`src/rtl/bcd_pkg.sv`:
```
// Shared definitions for the multi-digit BCD counter: digit type, bounds and
// the nibble clamp applied on parallel load.
package bcd_pkg;

    localparam int BCD_W = 4;

    typedef logic [BCD_W-1:0] bcd_digit_t;

    localparam bcd_digit_t BCD_MAX = 4'd9;
    localparam bcd_digit_t BCD_MIN = 4'd0;

    // Non-decimal nibbles (A-F) saturate to 9.
    function automatic bcd_digit_t bcd_clamp(input logic [BCD_W-1:0] n);
        return (n > BCD_MAX) ? BCD_MAX : bcd_digit_t'(n);
    endfunction

endpackage

```
`src/rtl/bcd_digit.sv`:
```
// One decade stage: synchronous reset, clamped parallel load, and a single
// up/down step when enabled by the top-level carry/borrow chain.
module bcd_digit
    import bcd_pkg::*;
(
    input  logic       clk,
    input  logic       reset,
    input  logic       load,
    input  bcd_digit_t load_d,
    input  logic       step,
    input  logic       up,
    output bcd_digit_t q,
    output logic       at_max,
    output logic       at_min
);

    always_ff @(posedge clk) begin
        if (reset) begin
            q <= BCD_MIN;
        end else if (load) begin
            q <= bcd_clamp(load_d);
        end else if (step) begin
            if (up) begin
                q <= (q == BCD_MAX) ? BCD_MIN : q + 4'd1;
            end else begin
                q <= (q == BCD_MIN) ? BCD_MAX : q - 4'd1;
            end
        end
    end

    assign at_max = (q == BCD_MAX);
    assign at_min = (q == BCD_MIN);

endmodule

```
`src/rtl/bcd_counter_n.sv`:
```
// DIGITS-digit BCD up/down counter with load and combinational terminal count.
// Define BCD_COUNTER_SAT_EN to saturate at the bounds instead of wrapping.
module bcd_counter_n
    import bcd_pkg::*;
#(
    parameter int DIGITS = 4
) (
    input  logic                  clk,
    input  logic                  reset,
    input  logic                  en,
    input  logic                  up,
    input  logic                  load,
    input  logic [4*DIGITS-1:0]   load_val,
    output logic [4*DIGITS-1:0]   count,
    output logic                  tc
);

    logic [DIGITS-1:0] at_max;
    logic [DIGITS-1:0] at_min;
    logic [DIGITS-1:0] step;
    logic              all_max;
    logic              all_min;
    logic              at_bound;
    logic              sat_hold;
    logic              adv;

    assign all_max  = &at_max;
    assign all_min  = &at_min;
    assign at_bound = up ? all_max : all_min;

`ifdef BCD_COUNTER_SAT_EN
    assign sat_hold = at_bound;
`else
    assign sat_hold = 1'b0;
`endif

    assign adv = en & ~sat_hold;

    // Each digit's step is a prefix AND of lower stages, so the whole
    // carry/borrow chain resolves in one cycle without a feedback loop.
    genvar gi;
    generate
        for (gi = 0; gi < DIGITS; gi++) begin : g_digit
            if (gi == 0) begin : g_lsd
                assign step[gi] = adv;
            end else begin : g_upper
                assign step[gi] = adv & (up ? (&at_max[gi-1:0]) : (&at_min[gi-1:0]));
            end

            bcd_digit u_digit (
                .clk    (clk),
                .reset  (reset),
                .load   (load),
                .load_d (load_val[4*gi +: 4]),
                .step   (step[gi]),
                .up     (up),
                .q      (count[4*gi +: 4]),
                .at_max (at_max[gi]),
                .at_min (at_min[gi])
            );
        end
    endgenerate

    assign tc = en & ~load & ~reset & at_bound;

endmodule
```
`config.mk`:
```
export PLATFORM = sky130hd
export DESIGN_NAME = bcd_counter_n
export DESIGN_NICKNAME = d
export VERILOG_FILES = /design/src/rtl/bcd_pkg.sv /design/src/rtl/bcd_digit.sv /design/src/rtl/bcd_counter_n.sv
export SDC_FILE = /design/constraint.sdc
export NUM_CORES = 1
export LEC_CHECK = 0
export ABC_AREA = 1
export CORE_MARGIN = 4
export CORE_UTILIZATION = 40
export CTS_BUF_LIST = sky130_fd_sc_hd__clkbuf_4
export CTS_CLUSTER_SIZE = 12
export DETAILED_ROUTE_END_ITERATION = 8
export DONT_BUFFER_PORTS = 1
export GPL_ROUTABILITY_DRIVEN = 0
export GPL_TIMING_DRIVEN = 0
export PLACE_DENSITY = 0.62
export SETUP_SLACK_MARGIN = 0.5
export SLEW_MARGIN = 15
export SYNTH_ARGS = -nofsm -noshare
export SYNTH_HDL_FRONTEND = slang
export SYNTH_SLANG_ARGS = --single-unit
```
`constraint.sdc`:
```
create_clock -name clk -period 2.3 [get_ports clk]
set_clock_uncertainty 0.2 [all_clocks]
set_input_delay 0.46 -clock clk [delete_from_list [all_inputs] [get_ports clk]]
set_output_delay 0.46 -clock clk [all_outputs]
set_load 0.05 [all_outputs]
```
Word level (Yosys, flattened, before mapping). Index checks and enable logic that the tools add are counted. W data, S select, Z words.

Add/subtract/negate cells: 8. Eq/ne operators: 4. Bitwise logic cells: 8. Reduce and logical (&&, ||, !) cells: 14. Mux-type cells: 28. Magnitude comparators: 4.

Operators by type and width (count): $mux W4 (24); $add A4 B1 Y4 const B (4); $eq A4 B4 Y1 const B (4); $gt A4 B4 Y1 const B (4); $logic_not A4 Y1 (4); $sub A4 B1 Y4 const B (4); $reduce_and A4 Y1 (2); $reduce_bool A2 Y1 (4); $and A1 B1 Y1 (6); $reduce_and A3 Y1 (2); $mux W1 (4); $reduce_and A2 Y1 (2); $not A1 Y1 (2).

Output and inout port bits: 17. Register bits after elaboration: 16. Logic and storage cells: 70. Input bits: 21.

Longest topological paths before layout. Gate-level depths: netlist (run 1).

Word-level depth: 6. Mapped depth: 11. Gate-level depth less buffers: 11.

By module. Synthesis (run 1) repeated with hierarchy kept, for this count alone.

Cells, all modules: 279. Area total of the unflattened synthesis: 1521.5 sq um.

Modules (own cells, without submodules): bcd_digit (sequential area each 80.1 sq um, area each 355.3 sq um, instances 4, cells an instance 64); bcd_counter_n (sequential area each 0.0 sq um, area each 100.1 sq um, instances 1, cells an instance 23).

Worst setup path after synthesis (run 1). No wires, ideal clock.

Path kind: register to output. Start point: register g_digit[0].u_digit.q[3]. End point: output port tc. Arrival: 2369 ps. Required time: 1640 ps. Path buffers: 1. Cell stages (with the launch flop): 8. Path slack: -729 ps. Cells stage by stage: dfxtp_1 > buf_2 > nand2_2 > nor2_2 > nand3_1 > nand2_1 > nand2_2 > nor3_1.

Longest elaborated chain between the ends: 4. Elaborated cells between the ends (all ways): 6. Those cells by class: eq/ne: 1; mux: 1; bitwise: 1; reduce/logical: 3.

Ends and longest elaborated chain: from (decl) (RTL line bcd_digit.sv:12) `output bcd_digit_t q,`; from (signal assigned) (RTL line bcd_digit.sv:21) `q <= bcd_clamp(load_d);`; from (signal assigned) (RTL line bcd_digit.sv:24) `q <= (q == BCD_MAX) ? BCD_MIN : q + 4'd1;`; from (signal assigned) (RTL line bcd_digit.sv:26) `q <= (q == BCD_MIN) ? BCD_MAX : q - 4'd1;`; $eq A4 B4 Y1 / $logic_not A4 Y1 (equally long branches) (RTL line bcd_digit.sv:31, bcd_digit.sv:32); $reduce_and A4 Y1 (on tied branches) (RTL line bcd_counter_n.sv:27, bcd_counter_n.sv:28); $mux W1 * (RTL line bcd_counter_n.sv:29) `assign at_bound = up ? all_max : all_min;`; $and A1 B1 Y1 * (RTL line bcd_counter_n.sv:64) `assign tc = en & ~load & ~reset & at_bound;`; to (decl) (RTL line bcd_counter_n.sv:15) `output logic tc`.

Mark *: on every way between the ends. The rest lies on a longest branch, timed or not.

Worst setup path after layout (run 1).
Start point: register g_digit[2].u_digit.q[0]. End point: output port tc.

Longest elaborated chain between the ends: 4. Elaborated cells between the ends (all ways): 6. Those cells by class: eq/ne: 1; mux: 1; bitwise: 1; reduce/logical: 3.

Ends and longest elaborated chain (RTL line): from (decl) (bcd_digit.sv:12); from (signal assigned) (bcd_digit.sv:21); from (signal assigned) (bcd_digit.sv:24); from (signal assigned) (bcd_digit.sv:26); $eq A4 B4 Y1 / $logic_not A4 Y1 (equally long branches) (bcd_digit.sv:31, bcd_digit.sv:32); $reduce_and A4 Y1 (on tied branches) (bcd_counter_n.sv:27, bcd_counter_n.sv:28); $mux W1 * (bcd_counter_n.sv:29); $and A1 B1 Y1 * (bcd_counter_n.sv:64).

Marked as above.

==> results of run 1 <==
## path summary, 6_finish.rpt
path	cells after the start	from	slack [ns]	to
max reg2reg	10	g_digit[0].u_digit.q[3]	0.58	g_digit[1].u_digit.q[1]
min	1	reset	0.006	g_digit[0].u_digit.q[0]
min reg2reg	2	g_digit[1].u_digit.q[0]	0.44	g_digit[1].u_digit.q[0]
max	7	g_digit[2].u_digit.q[0]	-0.15	tc
## worst register-to-register path: stages, from the launching register on
cell	delay, ns
dfxtp_4	0.42
buf_6	0.15
nor2_4	0.09
nand2_4	0.06
buf_4	0.14
nand2_1	0.06
nand3_2	0.12
nand2_2	0.14
nand2_1	0.07
a21oi_1	0.12
nor2_1	0.06
## where the power goes
group	internal (mW)	total, mW	switching (mW)	leakage, nW
clock	0.0795	0.184	0.105	0.0184
combinational	0.149	0.357	0.208	0.731
sequential	0.304	0.444	0.140	0.142
## area by class of cell
class                   count  area (um^2)  share of cell area [%]
multi-input cells         218         1160                    60.6
well taps                  48         60.1                    3.15
plain buffers               9         61.3                    3.21
clock buffers               4         30.0                    1.57
repair buffers             14          110                    5.77
inverters                  28          113                    5.90
flip-flops and latches     16          378                    19.8
## layer usage
metal	up-vias	global-route usage, %
met3	7	3.31
li1	921	-
met4	0	5.53
met5	-	0
met2	50	30.4
met1	790	22.5
## logic make-up (layout without fill, tap and decap cells)
family                    Yosys count  after routing  share of synthesized area, %
AOI/OAI and AO/OA                  53             53                          19.0
and+or+nand+nor                   164            164                          49.2
DFF                                16             16                          20.8
xor gates and xnor gates            1              1                         0.570
buffers and inverters              37             55                          10.4
## through the flow
stage	cell area, um^2	hold WS [ns]	TNS [ns]
finish	1910	0.00594	-0.153
global placement	1670	0.315	0
global route	1910	0.00474	-0.218
floorplan	1610	0.313	0
detailed placement	1670	0.317	0
CTS	1810	0.00192	-0.138
## synthesized netlist by cell type
cell type and n:
nand2_1 78, nor2_1 32, nand3_1 29, inv_1 23, a21oi_1 20, o21ai_0 20
dfxtp_1 16, nand2_2 10, buf_2 5, nor2_2 5, a31oi_1 4, inv_2 4
nor2_4 3, o21ai_1 3, a21oi_2 2, buf_4 2, nand2_4 2, nand3_2 2
nor3_1 2, o21ai_2 2, buf_6 1, clkbuf_1 1, clkinv_1 1, nand3_4 1
o211ai_1 1, o221ai_1 1, xor2_1 1
## what timing repair did
item | CTS | global route
resized for setup | 15 | 16
endpoints found under the hold margin | 1 | 1
hold buffers | 1 | 1
pin swaps | 6 | 9
setup endpoints to repair | 4 | 4
buffers inserted | 7 | 5
==> summary.txt, run 1 <==
Run status
  • Outcome: complete, but fails checks
  • Failing checks: negative setup slack

Clock network
  • Clock Tree Root: clkbuf_4
  • Sink Count: 16
  • TritonCTS clock tree: built
  • TritonCTS Buffers: 3
  • Clk pin slew, worst setup/hold paths: ~0.11 ns
  • Skew-Pair Late Insertion Delay: 0.30 ns
  • Clk buf depth: 2
  • H-tree Lvls: 1

Detailed routing
  • Routed met3 length: ~230 um
  • WL met1: around 2 mm
  • Routed WL per cell: 13.4 um
  • Vias: around 1800
  • Drt drc: 0
  • Drt via density: about 5.2
  • WL final: 4.51 mm
  • Antenna viol nets, final: 0
  • Top sig layer: met4
  • WL met2: 2.21 mm
  • First drt pass iteration count: 4
  • Initial drt markers: between 100 and 150

Die
  • Boundary pin count: 38
  • Die height: 70.0 um
  • Placeable core region: 0.00369 mm^2
  • Width of the die: roughly 70 um
  • Std cell rows: 22
  • Die ar.: about 0.0049 mm^2
  • Initial core utilization: approximately two fifths

Global routing
  • First-pass GRT wire length: 7.24 mm
  • Vias in the first global route: 1608
  • Largest net degree at the start of global routing: 11
  • Grt ovf: 0
  • GRT Overall Usage: 17.8%
  • Initial antenna violation count: 0

Worst setup path
  • Req. time, crit path: between 1.5 and 2 ns
  • CP bufs+invs: 0
  • CP max stage delay: around 0.48 ns
  • Kind of critical path: flip-flop to output pin
  • Slowest CP cell: nor3_4
  • Critical-path cell list: nor2_4 -> nand2_2 -> nor2_2 -> nand2_2 -> nand2_2 -> nand2_4 -> nor3_4
  • Crit end category: output pin
  • Worst path arrival time: around 1.8 ns
  • Worst setup SP type: flip-flop
  • Peak fanout along the critical path: 6
  • Top delay family on crit path: simple AND/OR/NAND/NOR gates
  • Top cell by count, worst path: nand2_2

Flow run
  • Maxcap violations: 0

Power and ir drop
  • Peak supply drop: 0.297 mV
  • PD cells: slightly above 500 mW/mm^2
  • Power Total: slightly below 1 mW
  • Leakage: approximately 0.9 nW

Final layout
  • Final net count: around 310
  • Layout Utilization: slightly above 50%
  • Commonest non-fill, non-tap cell in the layout: nand2_1
  • Ratio of cells with drive above 1 in the final layout: just under 30%
  • Antenna diode count: 0
  • Max reg flops: 16
  • Fillers: a little under 400
  • Largest Register: g_digit.u_digit.q
  • Biggest regs: g_digit.u_digit.q x16
  • Non-filler cells, final: 337
  • Most frequent cells in the layout: nand2_1 (71), nand3_1 (28), nor2_1 (27)
  • Area Overhead vs Synth: 24.3%

Yosys
  • Post-synthesis sequential area ratio: a little over a fifth
  • Post-synth top area share: a little over a fifth
  • Largest area contributor in the netlist: dfxtp_1
  • Post-synthesis net count: a little under 300
  • Mapped Cells: 271
  • Ys Warns: 0
  • Syn avg cell area: 5.67 um^2
  • Netlist cell types: 27
  • Synth area leaders: dfxtp_1 (21%), nand2_1 (19%), nand3_1 (9.4%)
  • Cell area after synthesis: 0.00154 mm^2
  • Synth Register Bits: 16

Timing
  • Final setup fails: 1
  • Least-Margin Pin Slew: approximately 0.55 ns
  • Final Cycle Share: 107%
  • RSZ-0062 raised after global routing: yes
  • Final worst slack: -0.153 ns
  • Final Hold Viols: 0
  • FMAX: 0.408 GHz
  • Fin crit period: approximately 2.5 ns
  • Max-slew violations: 0
  • Max-slew headroom: a little over three fifths

Min path
  • HP Class: primary input to flip-flop

Placement
  • Count of input and output buffers: 0
  • Dpl cells: 319
  • Post-DP HPWL: between 3 and 4 mm
  • Post-place setup slack: around 0.085 ns
Note: power is estimated with default switching activity, not from simulation.
==> run 2: changes to the inputs <==
Settings changed: CORE_ASPECT_RATIO from default to 0.6.
==> run 2 against run 1 <==
The run still ends with negative setup slack left. Critical path depth stayed put. Non-clock buffer count down 5. Combinational power decreased by 3%. Via count fell by 1.4%. Power decreased by 0.62%. Utilization shrank 1.2 points. Die area increased by 0.66%. Final area is 2.5% lower. Sequential cell count is the same. Critical path type unchanged. Largest cell class unchanged.
==> summary.txt, run 2 (synthesis results as in run 1) <==
Final layout
  • Non-filler cells, final: 331 (-1.8%)
  • Largest Register: g_digit.u_digit.q
  • Most frequent cells in the layout: nand2_1 (75), nand3_1 (29), inv_1 (23), nor2_1 (23), o21ai_0 (20)
  • Biggest regs: g_digit.u_digit.q x16
  • Commonest non-fill, non-tap cell in the layout: nand2_1
  • Max reg flops: 16 (unchanged)
  • Antenna diode count: 0 (unchanged)
  • Final net count: 306 (-1.6%)
  • Fillers: 380 (-1.3%)
  • Area Overhead vs Synth: 21.2%
  • Ratio of cells with drive above 1 in the final layout: 28.5% (-1.2 points)

Placement
  • Post-DP HPWL: 3.34 mm (+5.2%)
  • Post-place setup slack: 0.0799 ns (-0.00494 ns)
  • Count of input and output buffers: 0 (unchanged)
  • Dpl cells: 318 (-0.31%)

Flow run
  • Maxcap violations: 0 (unchanged)

Run status
  • Failing checks: negative setup slack
  • Outcome: complete, but fails checks

Worst setup path
  • Reg2reg end: g_digit[3].u_digit.q[0]
  • Req. time, crit path: 1.64 ns (about the same)
  • Reg2reg start: g_digit[0].u_digit.q[1]
  • Reg2Reg Setup Slack: 0.42 ns (-0.16 ns)
  • CP max stage delay: 0.44 ns (-0.04 ns)
  • Worst setup SP type: flip-flop
  • Worst path arrival time: 1.78 ns (about the same)
  • Kind of critical path: flip-flop to output pin
  • Slowest CP cell: dfxtp_4
  • Crit end category: output pin
  • Peak fanout along the critical path: 6 (unchanged)
  • Top cell by count, worst path: nand2_2
  • Critical-path cell list: inv_1 -> nand2_4 -> nor2_4 -> nand3_1 -> nand2_2 -> nand2_2 -> nor3_4
  • Worst Reg-to-Reg Cells: 12 (+2)

Clock network
  • Skew-Pair Late Insertion Delay: 0.31 ns (about the same)
  • TritonCTS Buffers: 3 (unchanged)
  • Clock Tree Root: clkbuf_4
  • Sink Count: 16 (unchanged)
  • Clk buf depth: 2 (unchanged)
  • H-tree Lvls: 1 (unchanged)
  • Clk pin slew, worst setup/hold paths: 0.12 ns (about the same)
  • TritonCTS clock tree: built

Global routing
  • Met2 usage: 26.0% (-4.5 points)
  • Grt ovf: 0 (unchanged)
  • Initial antenna violation count: 0 (unchanged)
  • Largest net degree at the start of global routing: 11 (unchanged)
  • First-pass GRT wire length: 7.42 mm (+2.5%)
  • Vias in the first global route: 1534 (-4.6%)
  • M1 GR Usage: 28.0% (+5.4 points)
  • Met3 Use GR: 6.66% (+3.3 points)
  • GRT busiest layer: met1
  • GRT Overall Usage: 19.1% (+1.2 points)

Detailed routing
  • Drt via density: 5.27 (+0.37%)
  • Initial drt markers: 82 (-41%)
  • WL final: 4.57 mm (+1.3%)
  • Antenna viol nets, final: 0 (unchanged)
  • First drt pass iteration count: 5 (+1)
  • Vias: 1743 (-1.4%)
  • Routed WL per cell: 13.8 um (+3.1%)
  • Drt drc: 0 (unchanged)

Min path
  • Hold Path Sink: g_digit[0].u_digit.q[0]
  • Hold Path Depth: 2 (+1)
  • HP Class: primary input to flip-flop
  • Hold_sp: load_val[0]

Power and ir drop
  • Peak supply drop: 0.268 mV (-9.6%)
  • Leakage: 0.865 nW (-3.0%)
  • PD cells: 526 mW/mm^2 (+1.9%)

Die
  • Die height: 56.0 um (-20%)
  • Die ar.: 0.00493 mm^2 (+0.66%)
  • Width of the die: 88.0 um (+26%)
  • Std cell rows: 17 (-23%)
  • Boundary pin count: 38 (unchanged)
  • Initial core utilization: 41.8% (+0.099 points)
  • Placeable core region: 0.00368 mm^2 (-0.24%)

Timing
  • Final Cycle Share: 106% (-0.56 points)
  • RSZ-0062 raised after global routing: yes
  • Final Hold Viols: 0 (unchanged)
  • Final setup fails: 1 (unchanged)
  • Least-Margin Pin Slew: 0.570 ns (+0.0194 ns)
  • Max-slew violations: 0 (unchanged)
  • FMAX: 0.410 GHz (+0.53%)
  • Hold_ws: 0.101 ns (+0.0952 ns)
  • Max-slew headroom: 62.0% (-1.2 points)
  • Final worst slack: -0.140 ns (+0.0129 ns)
  • Fin crit period: 2.44 ns (-0.0129 ns)
==> run 2: changes by cell type in the layout (fill, tap and decap cells not counted), sizes merged <==
cell	before	now
buf	20	16
dlygate4sd3	2	1
==> run 2: worst max path at each step <==
stage | start | end | slack (ns)
floorplan | g_digit[0].u_digit.q[3] | tc | 0.21
global placement | g_digit[0].u_digit.q[1] | tc | 0.07
detailed placement | g_digit[0].u_digit.q[1] | tc | 0.08
CTS | g_digit[0].u_digit.q[3] | tc | -0.12
global route | g_digit[1].u_digit.q[3] | tc | -0.23
finish | g_digit[0].u_digit.q[1] | tc | -0.14
==> run 2: report_power, final <==
part	internal, mW	switching [mW]
sequential	0.304	0.139
combinational	0.140	0.207
clock	0.0795	0.109
total	0.523	0.455
==> run 2: layer usage <==
layer / vias to the layer above / wire, um
met4: 0 / 41
met1: 757 / 2220
met2: 68 / 1870
li1: 912 / -
met3: 6 / 439
met5: - / 0
==> run 2: stage by stage <==
step           instance area (um^2)  utilization (%)  setup TNS [ns]  total power, mW
2_1_floorplan                  1610                -               0            0.677
3_3_place_gp                   1670             45.4               0            0.738
3_5_place_dp                   1670             45.4               0            0.737
4_1_cts                        1810             49.1          -0.122            0.957
5_1_grt                        1860             50.6          -0.232             1.04
6_report                       1860             50.6          -0.140            0.979
==> run 2: area by class of cell <==
type	count	area [um^2]	share of cell area, %
Clock buffer	4	30.0	1.61
Sequential cell	16	370	19.9
Inverter	28	108	5.78
Tap cell	47	58.8	3.16
Buffer	9	61.3	3.29
Timing Repair Buffer	9	70.1	3.76
Multi-Input combinational cell	218	1160	62.5
==> run 2: worst max-delay path, delay by kind of cell, from the launching register on <==
kind / cells / cell delay, ns
simple gates: 6 / 0.88
flops: 1 / 0.44
buf+inv: 1 / 0.14
==> run 2: repair_timing <==
item / in CTS / in global routing
hold buffers: 1 / 0
endpoints found under the hold margin: 4 / 0
setup endpoints to repair: 3 / 8
resized for setup: 16 / 10
pin swaps: 6 / 3
buffers inserted: 6 / 2
